===== config.mk =====
export PLATFORM = sky130hd
export DESIGN_NAME = nn_result_collector_flat
export DESIGN_NICKNAME = d
export VERILOG_FILES = /design/src/rtl/nn_pkg.sv /design/src/rtl/nn_result_collector_if.sv /design/src/rtl/nn_argmax_step.sv /design/src/rtl/nn_result_collector.sv /design/src/flat_wrapper.sv
export SDC_FILE = /design/constraint.sdc
export NUM_CORES = 1
export LEC_CHECK = 0
export ABC_AREA = 1
export BUFFER_PORTS_ARGS = -buffer_cell sky130_fd_sc_hd__clkbuf_2
export CORE_UTILIZATION = 40
export CTS_BUF_LIST = sky130_fd_sc_hd__clkbuf_16
export CTS_CLUSTER_DIAMETER = 120
export CTS_CLUSTER_SIZE = 25
export DETAILED_ROUTE_END_ITERATION = 6
export GPL_ROUTABILITY_DRIVEN = 0
export GPL_TIMING_DRIVEN = 0
export PLACE_DENSITY = 0.66
export SKIP_CTS_REPAIR_TIMING = 1
export SLEW_MARGIN = 20
export SYNTH_ARGS = -nofsm -noshare
export SYNTH_HDL_FRONTEND = slang
export SYNTH_SLANG_ARGS = --single-unit

===== constraint.sdc =====
create_clock -name clk -period 2.65 [get_ports clk]
set_clock_uncertainty 0.1 [all_clocks]
set_input_delay 0.53 -clock clk [delete_from_list [all_inputs] [get_ports clk]]
set_output_delay 0.53 -clock clk [all_outputs]
set_load 0.02 [all_outputs]

===== src/rtl/nn_pkg.sv =====
// Shared types and helpers for the inference result collector.
//   coll_state_t : collector FSM states (COLLECT while the vector arrives,
//                  DRAIN while it is replayed on the read port)
//   NN_DEP       : default word width in bits
//   NN_NOUT      : default number of words per result vector
//   idx_w()      : index width for an n-entry vector, never less than 1
package nn_pkg;

    typedef enum logic [0:0] {
        COLLECT = 1'b0,
        DRAIN   = 1'b1
    } coll_state_t;

    localparam int NN_DEP  = 8;
    localparam int NN_NOUT = 10;

    function automatic int idx_w(input int n);
        return (n < 2) ? 1 : $clog2(n);
    endfunction

endpackage


===== src/rtl/nn_result_collector_if.sv =====
// Bus bundle for nn_result_collector.
//   in_valid/in_data/in_ready : one beat of COL network output lanes per clock
//   rd_valid/rd_ready/rd_data : replay of the buffered vector, with
//   rd_idx/rd_last              word index and end-of-vector marker
//   class_valid/idx/max       : argmax of the most recently completed vector
//   err                       : sticky flag, a beat was offered while stalled
// The slave modport is the collector side; master is the producer/host side.
interface nn_result_collector_if
    import nn_pkg::*;
#(
    parameter int DEP  = NN_DEP,
    parameter int COL  = 1,
    parameter int NOUT = NN_NOUT
) ();
    localparam int IW = idx_w(NOUT);

    logic           in_valid;
    logic [DEP-1:0] in_data [0:COL-1];
    logic           in_ready;

    logic           rd_valid;
    logic           rd_ready;
    logic [DEP-1:0] rd_data;
    logic [IW-1:0]  rd_idx;
    logic           rd_last;

    logic           class_valid;
    logic [IW-1:0]  class_idx;
    logic [DEP-1:0] class_max;
    logic           err;

    modport slave (
        input  in_valid, in_data, rd_ready,
        output in_ready, rd_valid, rd_data, rd_idx, rd_last,
               class_valid, class_idx, class_max, err
    );

    modport master (
        output in_valid, in_data, rd_ready,
        input  in_ready, rd_valid, rd_data, rd_idx, rd_last,
               class_valid, class_idx, class_max, err
    );

endinterface


===== src/rtl/nn_argmax_step.sv =====
// One combinational argmax update for a beat of COL lanes.
//   cur_max/cur_idx : running maximum and its index before this beat
//   lane            : the beat, lane c holding vector index base+c
//   base            : vector index of lane 0
//   first           : lane 0 is vector word 0 and loads the max unconditionally
//   nxt_max/nxt_idx : running maximum and index after this beat
// Lanes are scanned in ascending order and replace the max only when strictly
// greater, so on a tie the lowest index is kept.
module nn_argmax_step
    import nn_pkg::*;
#(
    parameter int DEP = NN_DEP,
    parameter int COL = 1,
    parameter int IW  = 4
) (
    input  logic [DEP-1:0] cur_max,
    input  logic [IW-1:0]  cur_idx,
    input  logic [DEP-1:0] lane [0:COL-1],
    input  logic [IW-1:0]  base,
    input  logic           first,
    output logic [DEP-1:0] nxt_max,
    output logic [IW-1:0]  nxt_idx
);

    always_comb begin
        // NOTE: outputs take their defaults before the loop so no path leaves
        // them unassigned, which would otherwise infer a latch.
        nxt_max = cur_max;
        nxt_idx = cur_idx;
        for (int c = 0; c < COL; c++) begin
            if ((first && c == 0) || ($signed(lane[c]) > $signed(nxt_max))) begin
                nxt_max = lane[c];
                nxt_idx = base + IW'(c);
            end
        end
    end

endmodule


===== src/rtl/nn_result_collector.sv =====
// Receiving end of the inference datapath.
//   clk : rising-edge clock
//   rst : synchronous, active-high reset
//   bus : nn_result_collector_if.slave
//         - accepts NOUT words, COL per beat, while computing a running
//           signed argmax
//         - on the final beat publishes class_idx/class_max and replays the
//           buffered vector one word per handshake on rd_*
//         - beats offered during replay are dropped and set the sticky err
// NOUT must be a nonzero multiple of COL.
module nn_result_collector
    import nn_pkg::*;
#(
    parameter int DEP  = NN_DEP,
    parameter int COL  = 1,
    parameter int NOUT = NN_NOUT
) (
    input logic            clk,
    input logic            rst,
    nn_result_collector_if.slave bus
);

    localparam int IW = idx_w(NOUT);
    localparam logic [IW:0] NOUT_W = (IW+1)'(NOUT);
    localparam logic [IW:0] LAST_W = (IW+1)'(NOUT - 1);

    coll_state_t    state;
    logic [IW:0]    wr_cnt;
    logic [IW:0]    rd_cnt;

    logic [DEP-1:0] mem [0:NOUT-1];

    logic [DEP-1:0] run_max;
    logic [IW-1:0]  run_idx;

    logic           in_ready_q;
    logic           rd_valid_q;
    logic           rd_last_q;
    logic [DEP-1:0] rd_data_q;
    logic           class_valid_q;
    logic [IW-1:0]  class_idx_q;
    logic [DEP-1:0] class_max_q;
    logic           err_q;

    logic [DEP-1:0] lanes [0:COL-1];
    logic [DEP-1:0] step_max;
    logic [IW-1:0]  step_idx;
    logic           first_beat;
    logic [IW:0]    wr_next;
    logic [IW:0]    rd_next;

    assign lanes      = bus.in_data;
    assign first_beat = (wr_cnt == '0);
    assign wr_next    = wr_cnt + (IW+1)'(COL);
    assign rd_next    = rd_cnt + (IW+1)'(1);

    nn_argmax_step #(
        .DEP (DEP),
        .COL (COL),
        .IW  (IW)
    ) u_step (
        .cur_max (run_max),
        .cur_idx (run_idx),
        .lane    (lanes),
        .base    (wr_cnt[IW-1:0]),
        .first   (first_beat),
        .nxt_max (step_max),
        .nxt_idx (step_idx)
    );

    // NOTE: the vector buffer has no reset; every word read back was written
    // earlier in the same vector, so its power-up contents never escape.
    always_ff @(posedge clk) begin
        if (state == COLLECT && bus.in_valid) begin
            for (int c = 0; c < COL; c++) begin
                mem[wr_cnt[IW-1:0] + IW'(c)] <= lanes[c];
            end
        end
    end

    // NOTE: all state below uses non-blocking assignments so every register
    // samples pre-edge values regardless of statement order.
    always_ff @(posedge clk) begin
        if (rst) begin
            state         <= COLLECT;
            wr_cnt        <= '0;
            rd_cnt        <= '0;
            run_max       <= '0;
            run_idx       <= '0;
            in_ready_q    <= 1'b1;
            rd_valid_q    <= 1'b0;
            rd_last_q     <= 1'b0;
            rd_data_q     <= '0;
            class_valid_q <= 1'b0;
            class_idx_q   <= '0;
            class_max_q   <= '0;
            err_q         <= 1'b0;
        end else begin
            // Only DRAIN deasserts in_ready; the offending beat is simply not
            // written because the buffer only writes in COLLECT.
            if (bus.in_valid && !in_ready_q) begin
                err_q <= 1'b1;
            end

            case (state)
                COLLECT: begin
                    if (bus.in_valid) begin
                        if (first_beat) begin
                            class_valid_q <= 1'b0;
                        end
                        if (wr_next == NOUT_W) begin
                            state         <= DRAIN;
                            wr_cnt        <= '0;
                            class_idx_q   <= step_idx;
                            class_max_q   <= step_max;
                            class_valid_q <= 1'b1;
                            in_ready_q    <= 1'b0;
                            rd_valid_q    <= 1'b1;
                            rd_cnt        <= '0;
                            rd_last_q     <= (NOUT == 1);
                            // When the whole vector fits in one beat, word 0
                            // is being written on this same edge.
                            rd_data_q     <= first_beat ? lanes[0] : mem[0];
                        end else begin
                            wr_cnt  <= wr_next;
                            run_max <= step_max;
                            run_idx <= step_idx;
                        end
                    end
                end

                DRAIN: begin
                    if (bus.rd_ready) begin
                        if (rd_last_q) begin
                            state      <= COLLECT;
                            rd_cnt     <= '0;
                            rd_valid_q <= 1'b0;
                            rd_last_q  <= 1'b0;
                            in_ready_q <= 1'b1;
                        end else begin
                            rd_cnt    <= rd_next;
                            rd_data_q <= mem[rd_next[IW-1:0]];
                            rd_last_q <= (rd_next == LAST_W);
                        end
                    end
                end

                default: state <= COLLECT;
            endcase
        end
    end

    assign bus.in_ready    = in_ready_q;
    assign bus.rd_valid    = rd_valid_q;
    assign bus.rd_data     = rd_data_q;
    assign bus.rd_idx      = rd_cnt[IW-1:0];
    assign bus.rd_last     = rd_last_q;
    assign bus.class_valid = class_valid_q;
    assign bus.class_idx   = class_idx_q;
    assign bus.class_max   = class_max_q;
    assign bus.err         = err_q;

endmodule


===== src/flat_wrapper.sv =====
// flat-port wrapper written by rule: the top's interface ports become plain ports
module nn_result_collector_flat import nn_pkg::*;
#(
    parameter int DEP  = NN_DEP,
    parameter int COL  = 1,
    parameter int NOUT = NN_NOUT
)
  (clk, rst, bus_in_valid, bus_in_data, bus_rd_ready, bus_in_ready, bus_rd_valid, bus_rd_data, bus_rd_idx, bus_rd_last, bus_class_valid, bus_class_idx, bus_class_max, bus_err);
  nn_result_collector_if #(.DEP(DEP), .COL(COL), .NOUT(NOUT)) bus_i ();
  input logic clk;
  input logic rst;
  input wire logic [$bits(bus_i.in_valid)-1:0] bus_in_valid;
  input wire logic [$bits(bus_i.in_data)-1:0] bus_in_data;
  input wire logic [$bits(bus_i.rd_ready)-1:0] bus_rd_ready;
  output wire logic [$bits(bus_i.in_ready)-1:0] bus_in_ready;
  output wire logic [$bits(bus_i.rd_valid)-1:0] bus_rd_valid;
  output wire logic [$bits(bus_i.rd_data)-1:0] bus_rd_data;
  output wire logic [$bits(bus_i.rd_idx)-1:0] bus_rd_idx;
  output wire logic [$bits(bus_i.rd_last)-1:0] bus_rd_last;
  output wire logic [$bits(bus_i.class_valid)-1:0] bus_class_valid;
  output wire logic [$bits(bus_i.class_idx)-1:0] bus_class_idx;
  output wire logic [$bits(bus_i.class_max)-1:0] bus_class_max;
  output wire logic [$bits(bus_i.err)-1:0] bus_err;
  assign bus_i.in_valid = bus_in_valid;
  assign bus_i.in_data = {>>{bus_in_data}};
  assign bus_i.rd_ready = bus_rd_ready;
  assign bus_in_ready = bus_i.in_ready;
  assign bus_rd_valid = bus_i.rd_valid;
  assign bus_rd_data = bus_i.rd_data;
  assign bus_rd_idx = bus_i.rd_idx;
  assign bus_rd_last = bus_i.rd_last;
  assign bus_class_valid = bus_i.class_valid;
  assign bus_class_idx = bus_i.class_idx;
  assign bus_class_max = bus_i.class_max;
  assign bus_err = bus_i.err;
  nn_result_collector #(.DEP(DEP), .COL(COL), .NOUT(NOUT)) u_core (.clk(clk), .rst(rst), .bus(bus_i));
endmodule

==> results of run 1 <==
[state kept, by name, summed over array words and instances (netlist names), 4 cells and up]
name / cells
u_core.bus.class_idx: 4
u_core.bus.class_max: 8
u_core.bus.rd_data: 8
u_core.mem: 80
u_core.rd_cnt: 5
u_core.run_idx: 4
u_core.run_max: 8
u_core.wr_cnt: 5
[kinds of logic after synthesis]
group	share of synthesized area, %
adders and majority gates	3.108
DFF	55.70
and+or+nand+nor	22.88
AOI/OAI and AO/OA	9.159
buffers and inverters	7.418
xor gates and xnor gates	1.741
[power groups by stage]
stage               Sequential [mW]  Combinational (mW)  Clock [mW]
floorplan                      2.21               0.209           0
global placement               2.22               0.312           0
detailed placement             2.22               0.318           0
CTS                            2.18               0.320        2.60
global route                   2.18               0.367        2.69
finish                         2.18               0.319        2.57
[path summary, 6_finish.rpt]
kind | slack (ps) | cells after the start | startpoint | end
min | 360 | 4 | bus_rd_ready | u_core.state
max reg2reg | 280 | 12 | u_core.rd_cnt[0] | u_core.bus.rd_data[0]
max | 280 | 12 | u_core.rd_cnt[0] | u_core.bus.rd_data[0]
min reg2reg | 370 | 2 | u_core.bus.err | u_core.bus.err
[layer usage]
metal | vias up | routed length (µm) | GRT usage (%)
met1 | 2207 | 6505 | 25.35
li1 | 2323 | - | -
met4 | 0 | 302 | 8.752
met2 | 109 | 7010 | 32.75
met5 | - | 0 | 0
met3 | 23 | 653 | 4.338
[critical path: stages (launching register included)]
cell      delay (ps)
dfxtp_2          430
inv_2            110
buf_2            230
ha_4             340
clkbuf_2         250
o21ai_0          120
o211ai_1         250
nand3_1          110
nand2_1           70
nand2_1           70
nand2_1           80
nand2_1           60
nor2_2            70
[area by class of cell]
cell class,instances,area share [%]
multi-input cells,440,31.50
flip-flops and latches,128,47.11
clock buffers,17,5.957
well taps,184,3.224
plain buffers,31,2.400
inverters,73,3.942
repair buffers,39,2.733
clock inverters,15,3.136
[per-stage QoR]
step	setup TNS [ps]	instances	power (mW)	hold slack [ps]	setup slack, ps
finish	0	927	5.061	358.0	281.2
global route	0	927	5.233	366.8	35.05
CTS	-2583	927	5.100	336.2	-358.8
detailed placement	-2265	895	2.535	358.1	-304.3
global placement	-2804	895	2.529	355.6	-373.4
floorplan	0	672	2.422	352.7	564.3
[placed cells by master, fill, tap and decap left out, types with 2 or more instances in the layout]
cell and n:
nor3_2 2, clkbuf_2 41, nand2_1 156, bufinv_16 6, clkbuf_1 9, clkinv_1 3, o211ai_1 11, buf_1 2
clkbuf_16 17, inv_2 11, dfxtp_1 47, nor2_1 104, xor2_1 2, buf_2 9, edfxtp_1 80, inv_1 62
nand4_1 4, buf_6 2, clkinv_2 2, a21oi_1 29, clkinvlp_4 2, xor2_2 2, o21ai_0 41, ha_1 14
o211ai_2 8, nor2_2 4, nand3_1 51, buf_4 7, nand3_2 3
==> impl_results.md, run 1 <==
* Status: finished, violations left
* Failing checks: design-rule violations
* Clock power frac at 50.7%
* DRC at 2
* Fin area at 7142 µm²
* Drt first pass iters at 7
* CTS tree: done
* Chip height at 124.9 µm
* Initial Util at 41.23%
* Final number of hold-violating endpoints at 0
* Slew margin rel. at 37.84%
* Max-cap violation count at 0
* Die Span X at 124.9 µm
* Post-DP Area at 6474 µm²
* Fill cells at 1427
* First-pass GRT wire length at 23390 µm
* Synth top cells by count: 156 x nand2_1, 104 x nor2_1, 80 x edfxtp_1
* Internal power at 3.987 mW
* Synth top area share at 39.78%
* Share of cells above drive strength 1 at 17.09%
* Maximum vdd drop at 422.9 µV
* Worst Tran Pin Value at 929.0 ps
* Clk sinks at 128
* Grt ovf at 0
* Synth cell types at 33
* Synth Instances at 672
* Initial antenna violation count at 0
* FF+latch area at 3364 µm²
* Switching share of power at 21.22%
* Area occupied by multi-input gates at 2250 µm²
* CTS Buf Count at 17
* Clk_lat worst skew at 420 ps
* Vias in the first global route at 4388
* Critical Path RT at 2910 ps
* I/O Buffers at 39
* Post-DP HPWL at 9825 µm
* Ports at 41
* RSZ-0062 raised after global routing: no
* Die ar. at 15590 µm²
* Comb power frac at 6.3%
* WP data arrival at 2630 ps
* Final Slew Violations at 0
* Ys Warns at 0
* Hold Crit Class: primary input to flip-flop
* Psw at 1.074 mW
* Rows at 44
* H-tree levels at 4
* EDFF count, synth at 80
* Sequential share of power at 43.0%
* Synthesized cell area at 6038 µm²
* DRT Wirelength at 14470 µm
* Largest buffer count on any clock path at 2
* Power per cell area at 708.7 nW/µm²
* Setup CP Type: flip-flop to flip-flop
* Synthesis-stage register bit count at 128
* Avg Cell Area, Syn at 8.986 µm²
* CP endpoint kind: flip-flop
* Nets at 757
* Drt via density at 5.029
* GR Util All Layers at 19.96%
* Crit start category: flip-flop
* ANT nets after route at 0
* Largest net degree at the start of global routing at 17
* Drt wl/cell at 15.61 µm
* Top cells by area, synth: edfxtp_1 40%, dfxtp_1 16%, nand2_1 9.7%
* Largest area contributor in the netlist: edfxtp_1
* Antenna Cells at 0
* Vias at 4662
* Post-synthesis sequential area ratio at 55.70%
* Primary FF master, synth: edfxtp_1
* Final setup violation count at 0
* Ys async rst share at 0%
* Worst-path clk slew at 50 ps
* Crit path time final at 2369 ps
* Critical path peak fanout at 10
* Area grow syn2layout at 18.28%
* Clock root buffer: clkbuf_16
* Initial DRC Count at 430
* Most frequent cell after synthesis: nand2_1
* Cell leakage power at 3.044 nW
* Final core utilization at 48.77%
* Final Cycle Share at 89.39%
* Synth Net Count at 699
* Core box area at 14640 µm²
* Max Clock Freq at 422.2 MHz
No activity file was read; power rests on OpenSTA's default activity.
==> run 2, diff against run 1 <==
--- a/config.mk
+++ b/config.mk
@@ -7,14 +7,14 @@
 export LEC_CHECK = 0
 export ABC_AREA = 1
 export BUFFER_PORTS_ARGS = -buffer_cell sky130_fd_sc_hd__clkbuf_2
-export CORE_UTILIZATION = 40
+export CORE_UTILIZATION = 29
 export CTS_BUF_LIST = sky130_fd_sc_hd__clkbuf_16
 export CTS_CLUSTER_DIAMETER = 120
 export CTS_CLUSTER_SIZE = 25
 export DETAILED_ROUTE_END_ITERATION = 6
 export GPL_ROUTABILITY_DRIVEN = 0
 export GPL_TIMING_DRIVEN = 0
-export PLACE_DENSITY = 0.66
+export PLACE_DENSITY = 0.53
 export SKIP_CTS_REPAIR_TIMING = 1
 export SLEW_MARGIN = 20
 export SYNTH_ARGS = -nofsm -noshare
==> run 2 against run 1 <==
  * The flow now finishes without violations
  * Routed wire length up 8.9%
  * Hold slack worse by 32 ps
  * Via count is 1.5% lower
  * Sequential power hardly changed
  * Register-to-register slack got worse by 90 ps
  * Design area grew 1.5%
  * Cell count grew 9.4%
  * Clock-buffer cell count stayed put
  * Highest routed layer unchanged
  * Sequential share of layout area down 0.69 points
==> impl_results.md, run 2 (same netlist as run 1, synthesis figures left out) <==
* Status: finished, final reports clean
* Largest buffer count on any clock path at 2
* Largest net degree at the start of global routing at 17
* Die ar. at 21400 µm²
* Clk sinks at 128
* Psw at 1.162 mW
* Max-cap violation count at 0
* Slowest CP cell: dfxtp_2
* Largest stage delay, worst path at 440 ps
* Comb power frac at 6.3%
* Die Span X at 146.3 µm
* Power per cell area at 699.2 nW/µm²
* Initial Util at 29.75%
* Crit-path cells: inv_2 -> buf_2 -> ha_4 -> clkbuf_2 -> nor2_1 -> o21ai_0 -> o211ai_1 -> nand3_1 -> nand2_1 -> nand2_1 -> nand2_1 -> nand2_1 -> nor2_1
* Final setup violation count at 0
* Post-DP HPWL at 10590 µm
* Switching share of power at 22.92%
* Crit path time final at 2457 ps
* Crit start category: flip-flop
* RSZ-0062 raised after global routing: no
* Clk_lat worst skew at 430 ps
* Final Slew Violations at 0
* Setup TNS at 0 ps
* Drt wl/cell at 15.55 µm
* Initial DRC Count at 285
* Cell leakage power at 3.032 nW
* CTS tree: done
* Clock root buffer: clkbuf_16
* CTS Buf Count at 17
* DRC at 0
* Drt first pass iters at 5
* H-tree levels at 4
* Final Cycle Share at 92.73%
* Drt via density at 4.528
* ANT nets after route at 0
* Nets at 758
* Share of cells above drive strength 1 at 17.61%
* Max FFs per register at 80
* Vias in the first global route at 4582
* I/O Buffers at 39
* CP endpoint kind: flip-flop
* Maximum vdd drop at 454.7 µV
* Slew margin rel. at 32.85%
* Hold Crit Class: primary input to flip-flop
* Sequential share of power at 42.9%
* Most frequent cells in the layout: 156 x nand2_1, 104 x nor2_1, 80 x edfxtp_1
* Max Clock Freq at 406.9 MHz
* Setup CP Type: flip-flop to flip-flop
* WP data arrival at 2680 ps
* DRT Wirelength at 15760 µm
* Core box area at 20300 µm²
* Clock power frac at 50.8%
* GR Util All Layers at 15.82%
* Final number of hold-violating endpoints at 0
* Grt ovf at 0
* Initial antenna violation count at 0
* Fill cells at 2134
* Final core utilization at 35.71%
* Vias at 4591
* First-pass GRT wire length at 25560 µm
* Setup WS pre-CTS at -481.7 ps
* Critical path peak fanout at 10
* Most common cell after layout, fill and taps aside: nand2_1
* Chip height at 146.3 µm
* Ports at 41
* Critical Path RT at 2880 ps
* CP most frequent cell: nand2_1
* Antenna Cells at 0
* Hold wc startpoint: bus_rd_ready
* Worst r2r src: u_core.rd_cnt[0]
* Area grow syn2layout at 20.04%
* Worst-path clk slew at 60 ps
* Rows at 52
* Post-route worst setup slack at 192.7 ps
* Crit path from: u_core.rd_cnt[0]
* Worst Tran Pin Value at 1003 ps
* Internal power at 3.906 mW
[run 2: cell types whose count changed in the layout (fill, tap and decap cells not counted)]
cell	previous run	this run
clkinv_4	0	1
clkinv_1	3	2
inv_1	62	60
clkinvlp_4	2	4
inv_6	1	2
bufinv_16	6	5
buf_4	7	8
[run 2: final timing paths]
path / slack [ps] / to / cells past startpoint
max reg2reg: 190 / u_core.bus.rd_data[4] / 13
max: 190 / u_core.bus.rd_data[4] / 13
min: 330 / u_core.state / 4
min reg2reg: 370 / u_core.bus.err / 2
[run 2: cell type report]
class	count	area, µm²	area share [%]
Buffer	31	171.4	2.365
Clock buffer	17	425.4	5.869
Clock inverter	15	215.2	2.969
Inverter	73	281.5	3.884
Multi-Input combinational cell	440	2250	31.04
Sequential cell	128	3364	46.42
Tap cell	270	337.8	4.661
Timing Repair Buffer	40	202.7	2.796
[run 2: power by group through the flow]
| stage | Combinational (mW) | Clock, mW | Sequential, mW |
|---|---|---|---|
| floorplan | 0.209 | 0 | 2.21 |
| global placement | 0.314 | 0 | 2.22 |
| detailed placement | 0.319 | 0 | 2.22 |
| CTS | 0.321 | 2.60 | 2.17 |
| global route | 0.365 | 2.69 | 2.18 |
| finish | 0.318 | 2.58 | 2.17 |
[run 2: worst max-delay path, delay by kind of cell, from the launching register on]
| family | cells | cell delay (ps) |
|---|---|---|
| compound gates | 2 | 280 |
| fa+ha+maj | 1 | 350 |
| buf+inv | 3 | 670 |
| flops | 1 | 440 |
| simple gates | 7 | 500 |
[run 2: through the flow]
step	hold slack (ps)	instances	total power, mW	area (µm²)
floorplan	352.7	672	2.422	6038
global placement	353.1	981	2.530	6571
detailed placement	364.2	982	2.536	6589
CTS	316.1	1014	5.097	7229
global route	328.3	1014	5.232	7248
finish	325.5	1014	5.068	7248
[run 2: metal layers]
layer | GRT usage, % | part of all wire [%] | wire [µm]
met2 | 25.64 | 47 | 7374
met5 | 0 | 0 | 0
met3 | 4.031 | 5.0 | 781
met1 | 20.74 | 47 | 7362
met4 | 4.635 | 1.6 | 246
